<file path="src/rtl/uart_pkg.sv">
// Shared UART definitions: receiver/transmitter state encoding and oversampling constants.
package uart_pkg;

  typedef enum logic [2:0] {
    StIdle,
    StStart,
    StData,
    StParity,
    StStop,
    StWaitHigh
  } uart_state_e;

  localparam int unsigned Oversample = 16;

  // Sample indices: mid start bit after detection, and mid bit for all later bits.
  localparam logic [3:0] SampleMidStart = 4'd7;
  localparam logic [3:0] SampleMidBit   = 4'd15;

endpackage

</file>
<file path="src/rtl/uart_receiver_fsm_if.sv">
// Serial-in / parallel-out bundle for the UART receive engine.
interface uart_receiver_fsm_if;

  logic       rx;
  logic [7:0] dout;
  logic       valid;
  logic       frame_err;
  logic       parity_err;
  logic       busy;

  // master drives the line and consumes bytes; slave is the receiver
  modport master (
    output rx,
    input  dout,
    input  valid,
    input  frame_err,
    input  parity_err,
    input  busy
  );

  modport slave (
    input  rx,
    output dout,
    output valid,
    output frame_err,
    output parity_err,
    output busy
  );

endinterface

</file>
<file path="src/rtl/uart_baud_tick.sv">
// Free-running oversample tick: one-clock pulse every CLK_FREQ/(BAUD*OVERSAMPLE) clocks.
module uart_baud_tick #(
  parameter int unsigned CLK_FREQ   = 50000000,
  parameter int unsigned BAUD       = 9600,
  parameter int unsigned OVERSAMPLE = 16
) (
  input  logic clk,
  input  logic rst,
  output logic o_tick
);

  localparam int unsigned DIV  = CLK_FREQ / (BAUD * OVERSAMPLE);
  localparam int unsigned CntW = (DIV > 1) ? $clog2(DIV) : 1;
  localparam logic [CntW-1:0] CntMax = CntW'(DIV - 1);

  logic [CntW-1:0] r_cnt;

  always_ff @(posedge clk) begin
    if (rst) begin
      r_cnt <= '0;
    end else if (r_cnt == CntMax) begin
      r_cnt <= '0;
    end else begin
      r_cnt <= r_cnt + CntW'(1);
    end
  end

  assign o_tick = (r_cnt == CntMax);

endmodule

</file>
<file path="src/rtl/uart_receiver_fsm.sv">
// UART receive engine, 16x oversampled, 8 data bits LSB first, 1 stop bit.
// Optional parity bit when UART_RX_PARITY_EN is defined (sense selected by PARITY_ODD).
module uart_receiver_fsm
  import uart_pkg::*;
#(
  parameter int unsigned CLK_FREQ   = 50000000,
  parameter int unsigned BAUD       = 9600,
  parameter int unsigned OVERSAMPLE = Oversample,
  parameter bit          PARITY_ODD = 1'b0
) (
  input logic               clk,
  input logic               rst,
  uart_receiver_fsm_if.slave bus
);

  logic        w_tick;
  logic        w_par_bad;

  logic        r_rx_meta;
  logic        r_rx_s;
  uart_state_e r_state;
  logic [3:0]  r_scnt;
  logic [2:0]  r_bit_cnt;
  logic [7:0]  r_shift;
  logic [7:0]  r_dout;
  logic        r_valid;
  logic        r_frame_err;
  logic        r_parity_err;

  uart_baud_tick #(
    .CLK_FREQ  (CLK_FREQ),
    .BAUD      (BAUD),
    .OVERSAMPLE(OVERSAMPLE)
  ) u_baud_tick (
    .clk   (clk),
    .rst   (rst),
    .o_tick(w_tick)
  );

  // Synchronizer resets to the idle line level so reset never looks like a start edge.
  always_ff @(posedge clk) begin
    if (rst) begin
      r_rx_meta <= 1'b1;
      r_rx_s    <= 1'b1;
    end else begin
      r_rx_meta <= bus.rx;
      r_rx_s    <= r_rx_meta;
    end
  end

`ifdef UART_RX_PARITY_EN
  logic r_par_bad;
  assign w_par_bad = r_par_bad;
`else
  assign w_par_bad = 1'b0;
`endif

  always_ff @(posedge clk) begin
    if (rst) begin
      r_state      <= StIdle;
      r_scnt       <= '0;
      r_bit_cnt    <= '0;
      r_shift      <= '0;
      r_dout       <= '0;
      r_valid      <= 1'b0;
      r_frame_err  <= 1'b0;
      r_parity_err <= 1'b0;
`ifdef UART_RX_PARITY_EN
      r_par_bad    <= 1'b0;
`endif
    end else begin
      r_valid      <= 1'b0;
      r_frame_err  <= 1'b0;
      r_parity_err <= 1'b0;
      if (w_tick) begin
        unique case (r_state)
          StIdle: begin
            if (!r_rx_s) begin
              r_scnt  <= '0;
              r_state <= StStart;
            end
          end
          StStart: begin
            if (r_scnt == SampleMidStart) begin
              if (!r_rx_s) begin
                r_scnt    <= '0;
                r_bit_cnt <= '0;
                r_state   <= StData;
              end else begin
                r_state <= StIdle;
              end
            end else begin
              r_scnt <= r_scnt + 4'd1;
            end
          end
          // scnt wraps 15 -> 0, so each later bit is sampled 16 ticks after the previous one
          StData: begin
            r_scnt <= r_scnt + 4'd1;
            if (r_scnt == SampleMidBit) begin
              r_shift <= {r_rx_s, r_shift[7:1]};
              if (r_bit_cnt == 3'd7) begin
`ifdef UART_RX_PARITY_EN
                r_state <= StParity;
`else
                r_state <= StStop;
`endif
              end else begin
                r_bit_cnt <= r_bit_cnt + 3'd1;
              end
            end
          end
`ifdef UART_RX_PARITY_EN
          StParity: begin
            r_scnt <= r_scnt + 4'd1;
            if (r_scnt == SampleMidBit) begin
              r_par_bad <= ((^r_shift) ^ r_rx_s) != PARITY_ODD;
              r_state   <= StStop;
            end
          end
`endif
          StStop: begin
            r_scnt <= r_scnt + 4'd1;
            if (r_scnt == SampleMidBit) begin
              r_dout <= r_shift;
              if (!r_rx_s) begin
                r_frame_err <= 1'b1;
                r_state     <= StWaitHigh;
              end else begin
                r_parity_err <= w_par_bad;
                r_valid      <= !w_par_bad;
                r_state      <= StIdle;
              end
            end
          end
          // Hold off on a break so a stuck-low line is not decoded as 0x00 frames.
          StWaitHigh: begin
            if (r_rx_s) begin
              r_state <= StIdle;
            end
          end
          default: r_state <= StIdle;
        endcase
      end
    end
  end

  assign bus.dout       = r_dout;
  assign bus.valid      = r_valid;
  assign bus.frame_err  = r_frame_err;
  assign bus.parity_err = r_parity_err;
  assign bus.busy       = (r_state != StIdle);

endmodule

</file>
<file path="src/flat_wrapper.sv">
// flat-port wrapper written by rule: the top's interface ports become plain ports
module uart_receiver_fsm_flat import uart_pkg::*;
#(
  parameter int unsigned CLK_FREQ   = 50000000,
  parameter int unsigned BAUD       = 9600,
  parameter int unsigned OVERSAMPLE = Oversample,
  parameter bit          PARITY_ODD = 1'b0
)
  (clk, rst, bus_rx, bus_dout, bus_valid, bus_frame_err, bus_parity_err, bus_busy);
  uart_receiver_fsm_if bus_i ();
  input logic clk;
  input logic rst;
  input wire logic [$bits(bus_i.rx)-1:0] bus_rx;
  output wire logic [$bits(bus_i.dout)-1:0] bus_dout;
  output wire logic [$bits(bus_i.valid)-1:0] bus_valid;
  output wire logic [$bits(bus_i.frame_err)-1:0] bus_frame_err;
  output wire logic [$bits(bus_i.parity_err)-1:0] bus_parity_err;
  output wire logic [$bits(bus_i.busy)-1:0] bus_busy;
  assign bus_i.rx = bus_rx;
  assign bus_dout = bus_i.dout;
  assign bus_valid = bus_i.valid;
  assign bus_frame_err = bus_i.frame_err;
  assign bus_parity_err = bus_i.parity_err;
  assign bus_busy = bus_i.busy;
  uart_receiver_fsm #(.CLK_FREQ(CLK_FREQ), .BAUD(BAUD), .OVERSAMPLE(OVERSAMPLE), .PARITY_ODD(PARITY_ODD)) u_core (.clk(clk), .rst(rst), .bus(bus_i));
endmodule
</file>
<file path="config.mk">
export PLATFORM = sky130hd
export DESIGN_NAME = uart_receiver_fsm_flat
export DESIGN_NICKNAME = d
export VERILOG_FILES = /design/src/rtl/uart_pkg.sv /design/src/rtl/uart_receiver_fsm_if.sv /design/src/rtl/uart_baud_tick.sv /design/src/rtl/uart_receiver_fsm.sv /design/src/flat_wrapper.sv
export SDC_FILE = /design/constraint.sdc
export NUM_CORES = 1
export LEC_CHECK = 0
export CAP_MARGIN = 10
export CORE_UTILIZATION = 44
export CTS_CLUSTER_SIZE = 14
export DETAILED_ROUTE_END_ITERATION = 12
export GPL_TIMING_DRIVEN = 0
export PLACE_DENSITY_LB_ADDON = 0.1
export SLEW_MARGIN = 20
export SYNTH_ARGS = -nofsm -noshare
export SYNTH_HDL_FRONTEND = slang
export SYNTH_HIERARCHICAL = 1
export SYNTH_SLANG_ARGS = --single-unit
</file>
<file path="constraint.sdc">
create_clock -name clk -period 5.04 [get_ports clk]
set_clock_uncertainty 0.2 [all_clocks]
set_input_delay 0.504 -clock clk [delete_from_list [all_inputs] [get_ports clk]]
set_output_delay 0.504 -clock clk [all_outputs]
set_load 0.01 [all_outputs]
</file>
# --- Yosys cells after proc, flatten, opt, wreduce, memory -nomap -nowiden ---
# Cells that the tools add are included.
word_totals:
  in_bits: 3
  regBits: 39
  wordCells: 63
  output_inout_bits: 12
classes:
  bitwise_logic: 3
  mux: 19
  n_reduce_logical: 12
  eq_ne: 16
  add_sub_neg: 3
ops:
  columns: ["cell", "count"]
  rows:
  - ["two-way mux 3 bit", 11]
  - ["one-hot mux 3 bit (5 select lines)", 1]
  - ["one-hot mux 4 bit (3 select lines)", 1]
  - ["inequality test 2 x 1 -> 1 bit (second input constant)", 5]
  - ["adder 9 x 1 -> 9 bit (second input constant)", 1]
  - ["equality test 3 bit (second input constant)", 3]
  - ["equality test 9 bit (second input constant)", 1]
  - ["two-way mux 4 bit", 2]
  - ["AND reduction 7 bit", 1]
  - ["inequality test 2 bit (second input constant)", 3]
  - ["one-hot mux 3 bit (2 select lines)", 1]
  - ["AND reduction 3 bit", 2]
  - ["AND reduction 6 bit", 1]
  - ["nonzero test 3 bit", 2]
  - ["adder 4 x 1 -> 4 bit (second input constant)", 1]
  - ["equality test 4 x 3 -> 1 bit (second input constant)", 1]
  - ["equality test 4 bit (second input constant)", 1]
  - ["OR reduction 2 bit", 2]
  - ["OR reduction 4 bit", 1]
  - ["adder 3 x 1 -> 3 bit (second input constant)", 1]
  - ["equality test 3 x 1 -> 1 bit (second input constant)", 1]
  - ["equality test 3 x 2 -> 1 bit (second input constant)", 1]
  - ["logical NOT 3 bit", 1]
  - ["NOT 1 bit", 3]
  - ["other kinds (4)", 5]

# --- Longest topological paths before layout ---
logic_depth:
  ltp_word: 4
  mapped_depth: 8
  depth_no_buf: 8

# --- By module ---
# The synthesis kept the hierarchy.
by_module_without_submodules:
  columns: ["module", "area_per_inst_um2", "cells_per_inst", "seq_area_each_um2", "instances"]
  rows:
  - ["uart_receiver_fsm", 1406.3, 148, 600.6, 1]
  - ["uart_baud_tick", 440.4, 48, 180.2, 1]

# --- Worst setup path after synthesis ---
# Ideal clock, no wire load.
synth_path:
  kind: "reg2reg"
  from: "register u_core.u_baud_tick.r_cnt[0]"
  to: "register u_core.r_dout[0], in the netlist u_core/bus.dout[0]"
  stages_incl_launch_ff: 9
  slack_ns: 2.370
  synth_period_minus_slack_ns: 2.670
  t_required_ns: 4.712
  setup_ns: 0.128
  t_arrival_ns: 2.342
  n_path_buf: 0
  cell_sequence: "dfxtp_1 inv_1 ha_1 nand4bb_4 nor4_1 nand4_1 nor2_8 mux2i_1 nor2_1"
synth_via:
  elab_chain_len: 2
synth_lines:
  columns: ["element", "line", "text"]
  rows:
  - ["start: declaration", "uart_baud_tick.sv:16", "logic [CntW-1:0] r_cnt;"]
  - ["start signal: assignment", "uart_baud_tick.sv:24", "r_cnt <= r_cnt + CntW'(1);"]
  - ["equality test 9 bit", "uart_baud_tick.sv:28", "assign o_tick = (r_cnt == CntMax);"]
  - ["net u_core.w_tick", "uart_receiver_fsm.sv:16", "logic w_tick;"]
  - ["AND reduction 3 bit (no line)", null, null]
  - ["end signal: assignment", "uart_receiver_fsm.sv:124", "r_dout <= r_shift;"]
  - ["end: declaration", "uart_receiver_fsm.sv:25", "logic [7:0] r_dout;"]
# The timed path passes the listed nets, and every way through them passes these cells.
# A chain may end at the register's enable or synchronous reset.

# --- Worst setup path after layout ---
layout_path:
  from: "register u_core.u_baud_tick.r_cnt[0]"
  to: "register u_core.r_dout[7], in the netlist u_core/bus.dout[7]"
# The elaborated chain is that of the path after synthesis.

==> metrics.txt <==
# diodes 0; f_max 317.3 MHz; setup violators final 0; Hold Path Class flop to flop; Power Total 590.2 µW; synth unique cells 48; gr usage total 17.92%; post-route setup TNS 0 ns; core footprint 4029 µm²; clock root cell clkbuf_8; CP Launch Type flop; pwr dens 274.2 nW/µm²; H-tree depth 2; Worst EP required 5.00 ns; crit end category flop; # rows 23; Starting Density 45.84%; Synth Register Bits 39; largest cells by area after synthesis dfxtp_1 (42%), mux2i_1 (8.7%), nor2_1 (4.5%), ha_1 (3.4%), a21oi_1 (3.0%); Avg Inst Size Synth 9.422 µm²; Final Hold Vio Count 0; first-pass GRT wire length 6030 µm; layout cell share with drive strength beyond 1 12.90%; final design utilization 53.42%; worst-path fanout max 9; register area share after synthesis 42.28%; postcts setup bufs 0; Synth Warn # 6; hold_buf cts 0; First-pass DRT Iterations 4; synthesized area 1847 µm²; Die X-Extent 66.79 µm; area post-placement 2039 µm²; commonest cells after routing, fill and taps aside dfxtp_1 (39), nor2_1 (22), mux2i_1 (16); final worst slack 1.889 ns; routability cong. 0.8569; leakage power 0.8273 nW; Tmin final 3.152 ns; hold slack 0.2120 ns; Crit Path Class flop to flop; WL/cell 12.69 µm; family with the most delay on the worst path simple AND/OR/NAND/NOR gates; I/O Buffers 13; most common cell after layout, fill and taps aside dfxtp_1; Via density 5.296; crit path DAT 3.11 ns; # placed instances 259; DRT iter0 DRCs 79; CP bufs+invs 1; Clock Sinks 39; max-slew violations 0; status completed; CTS Buffer Depth 2; TritonCTS clock tree yes; Worst-Margin Slew 1.025 ns; residual DRC count 0; Synth Flop Type dfxtp_1; synthesized instance count 196; clock latency at the later pin of the worst-skew pair 0.28 ns; Via Count 1414; Layout area overhead 16.53%; clk slew on worst S/H paths 0.08 ns; fin area 2152 µm²; hpwl dp 2457 µm; ys async rst share 0%; Synth top area share 42.28%; CP Cell Sequence inv_1 -> ha_1 -> nand4bb_4 -> nor4_1 -> nand4_1 -> nor2_8 -> mux2i_1 -> nor2_1; r2r setup slk 1.89 ns; largest stage delay on the critical path 0.85 ns; Yosys top cell by area dfxtp_1; maximum vdd drop 0.1961 mV; CTS Buf Count 5; Die Y 66.79 µm; Post-Route WL 3387 µm; Finished Layout Cells 267; Top-Level Pins 15; initial antenna violation count 0; Post-synth EDFFs 0; Max-slew headroom 31.03%; layout net count 224; Post-Synthesis Net Count 204; grt ovf 0; Max-Cap Viols 0; largest net degree at the start of global routing 14; crit share post-route 62.53%; Max stage delay cell, worst path nor4_1; worst slack at placement 1.910 ns; die area 4460 µm²; RSZ-0062 raised after global routing no; Resized cells post-CTS 0; vias in the first global route 1369; Routed Antenna Nets 0
-- Yosys cell counts (4+ instances only) --
cell type   n
dfxtp_1    39
nand3_1     9
a21oi_1    11
ha_1        5
or3_1       4
inv_1       8
o21ai_0     7
mux2i_1    16
clkbuf_1    4
nor2_1     22
or2_2       5
nand2_1    13
-- flip-flops by register name, indices dropped and copies added (netlist names) --
name and flops:
u_core/r_bit_cnt 3, u_core/bus.valid 1, u_core/bus.frame_err 1, u_core/r_scnt 4, u_core/bus.dout 8, u_core/r_rx_meta 1
u_core/r_state 3, u_core/u_baud_tick/r_cnt 9, u_core/r_rx_s 1, u_core/r_shift 8
-- cells by family after synthesis --
family,count (synthesis),share of synthesized area (%)
XOR/XNOR,4,1.897
AO/OA/AOI/OAI,33,13.28
multiplexers,16,8.672
AND/OR/NAND/NOR,78,24.73
other,1,0.2031
adder cells (fa/ha/maj),6,3.997
flip-flops,39,42.28
buffers and inverters,19,4.945
-- metal layers --
layer,part of all wire [%],global-route usage (%),vias up
met4,0.92,6.383,0
met1,48,23.16,665
li1,-,-,727
met2,48,28.41,18
met3,3.0,4.795,4
met5,0,0,-
-- report_power, final --
part	leakage, nW	total [mW]	switching, mW	internal (mW)
combinational	0.454	0.0188	0.0114	0.00742
sequential	0.315	0.314	0.00343	0.311
clock	0.0581	0.257	0.110	0.147
-- final timing paths --
kind	depth (start not counted)	end	startpoint
max	8	u_core/bus.dout[7]	u_core/u_baud_tick/r_cnt[0]
min	1	u_core/r_rx_s	u_core/r_rx_meta
min reg2reg	1	u_core/r_rx_s	u_core/r_rx_meta
max reg2reg	8	u_core/bus.dout[7]	u_core/u_baud_tick/r_cnt[0]
-- cell type report --
type                            instances  area, µm²
Inverter                                8      30.03
Sequential cell                        39      780.7
Timing Repair Buffer                   13      130.1
Tap cell                               50      62.56
Buffer                                 11      61.31
Clock buffer                            5      68.82
Multi-Input combinational cell        138      974.7
Clock inverter                          3      43.79
Fill cell                             365       1877
No activity file was read; power rests on OpenSTA's default activity.
==> variant (config.mk and constraints unchanged) <==
Compare `r_cnt` against `CntMax` with >= in place of ==.
--- a/src/rtl/uart_baud_tick.sv
+++ b/src/rtl/uart_baud_tick.sv
@@ -27,3 +27,3 @@
 
-  assign o_tick = (r_cnt == CntMax);
+  assign o_tick = (r_cnt >= CntMax);
 
Formal check against the unedited RTL: same outputs for any inputs over 10 cycles, from zero or initial values and one cycle with rst high; that may be too few to reach the edited logic, so the function may still have changed.
==> variant against the unedited design <==
  * Combinational power rose by 7%
  * Sequential cell count did not move
  * Wire length rose by 3.3%
  * Core utilization fell by 0.085 points
  * Non-clock buffer count did not move
  * Power fell by 4.9%
  * Setup slack improved by 0.79 ns
  * Final area fell by 0.87%
  * Clock power fell by 11%
  * Worst hold slack improved by 0.0036 ns
  * Synthesized area fell by 0.34%
==> variant: results (changes against the unedited design) <==
Routing
  – Routed WL: 3.499 mm (was 3.387 mm)
  – Drt pass-1 iters: 5 (was 4)
  – Initial drt markers: 118 (was 79)
  – Per-cell routed wire length: 13.06 um (was 12.69 um)
  – Vias: 1,435 (was 1,414)

GRT
  – Tot GR Track Use: 18.29% (was 17.92%)
  – First-pass GRT wire length: 6.058 mm (was 6.030 mm)
  – Pin count of the biggest net entering global routing: 12 (was 14)

Yosys
  – Syn Inst Count: 197 (was 196)
  – Unique masters post-synth: 50 (was 48)
  – Post-synthesis sequential area ratio: 42.42% (was 42.28%)
  – Syn Nets: 205 (was 204)
  – Commonest cells post-synth: 39 x dfxtp_1, 22 x nor2_1, 16 x mux2i_1 (unchanged)

Cells and area
  – Final Net Count: 225 (was 224)
  – Layout cells sized above 1: 12.39% (was 12.90%)

Worst setup path
  – R2R Path Start: u_core/u_baud_tick/r_cnt[5]$_SDFF_PP0_ (was u_core/u_baud_tick/r_cnt[0]$_SDFF_PP0_)
  – CP max-delay cell: clkdlybuf4s50_1 (was nor4_1)
  – Crit Path Max Fanout: 10 (was 9)
  – CP peak stage delay: 0.48 ns (was 0.85 ns)
  – R2R Path End: u_core/bus.dout[0]$_SDFFE_PP0P_ (was u_core/bus.dout[7]$_SDFFE_PP0P_)
  – Reg2Reg Depth: 7 (was 8)
  – CP arrival: 1.66 ns (was 3.11 ns)

Placed design
  – Final Wtd Congestion: 0.8416 (was 0.8569)
  – Placed Area: 2033 um2 (was 2039 um2)
  – Detailed placer's ending HPWL: 2.430 mm (was 2.457 mm)
  – Placed Cells: 260 (was 259)

Power
  – Leak pwr: 0.8301 nW (was 0.8273 nW)
  – NetSw: 0.0001178 W (was 0.0001245 W)
  – Peak VDD IR: 0.0001971 V (was 0.0001961 V)

Outcome
  – Status: completed (unchanged)
-- variant: final cells by class --
| class | instances | area (um2) |
|---|---|---|
| Fill cell | 367 | 1867 |
| Multi-Input combinational cell | 138 | 962.2 |
| Sequential cell | 39 | 780.7 |
| Timing Repair Buffer | 13 | 130.1 |
| Clock buffer | 8 | 100.1 |
| Buffer | 11 | 63.81 |
| Tap cell | 50 | 62.56 |
| Inverter | 9 | 33.78 |
-- variant: logic make-up after synthesis --
logic type               count (synthesis)  synth area share (%)
buffers and inverters                   20                 5.302
AO/OA/AOI/OAI                           35                 13.94
XOR/XNOR                                 4                 1.904
multiplexers                            16                 8.701
adder cells (fa/ha/maj)                  6                 4.011
flip-flops                              39                 42.42
other                                    1                0.2037
AND/OR/NAND/NOR                         76                 23.52
-- variant: through the flow --
stage                power, W  hold WS (ns)
finish              0.0005615        0.2156
CTS                 0.0005711        0.2143
detailed placement  0.0003407        0.1961
floorplan           0.0003341        0.1895
global placement    0.0003399        0.1929
global route        0.0005901        0.2338
-- variant: power by group through the flow --
stage          sequential (W)  clock [W]  combinational, W
3_3_place_gp         0.000320          0         0.0000197
5_1_grt              0.000313   0.000254         0.0000225
3_5_place_dp         0.000320          0         0.0000204
2_1_floorplan        0.000320          0         0.0000141
6_report             0.000313   0.000228         0.0000202
4_1_cts              0.000313   0.000238         0.0000204
-- variant: critical path: cells and delay by family, from the launching register on --
| kind | cells | cell delay, ns |
|---|---|---|
| buffers and inverters | 3 | 0.73 |
| DFF | 1 | 0.31 |
| and+or+nand+nor | 1 | 0.34 |
-- variant: worst max-delay path by stage --
stage | end | slack, ns
finish | bus_busy | 2.68
global route | u_core/bus.dout[6]$_SDFFE_PP0P_ | 2.54
CTS | bus_busy | 2.65
detailed placement | u_core/r_bit_cnt[1]$_SDFFE_PP0P_ | 2.67
global placement | u_core/bus.dout[2]$_SDFFE_PP0P_ | 2.69
floorplan | u_core/bus.dout[0]$_SDFFE_PP0P_ | 2.97
-- variant: routing by layer --
metal	vias up	share of wire (%)	GRT usage, %	routed length [um]
met5	-	0	0	0
li1	728	-	-	-
met1	686	49	22.75	1699
met4	0	0.77	7.181	27
met3	2	3.0	6.164	104
met2	19	48	28.79	1668
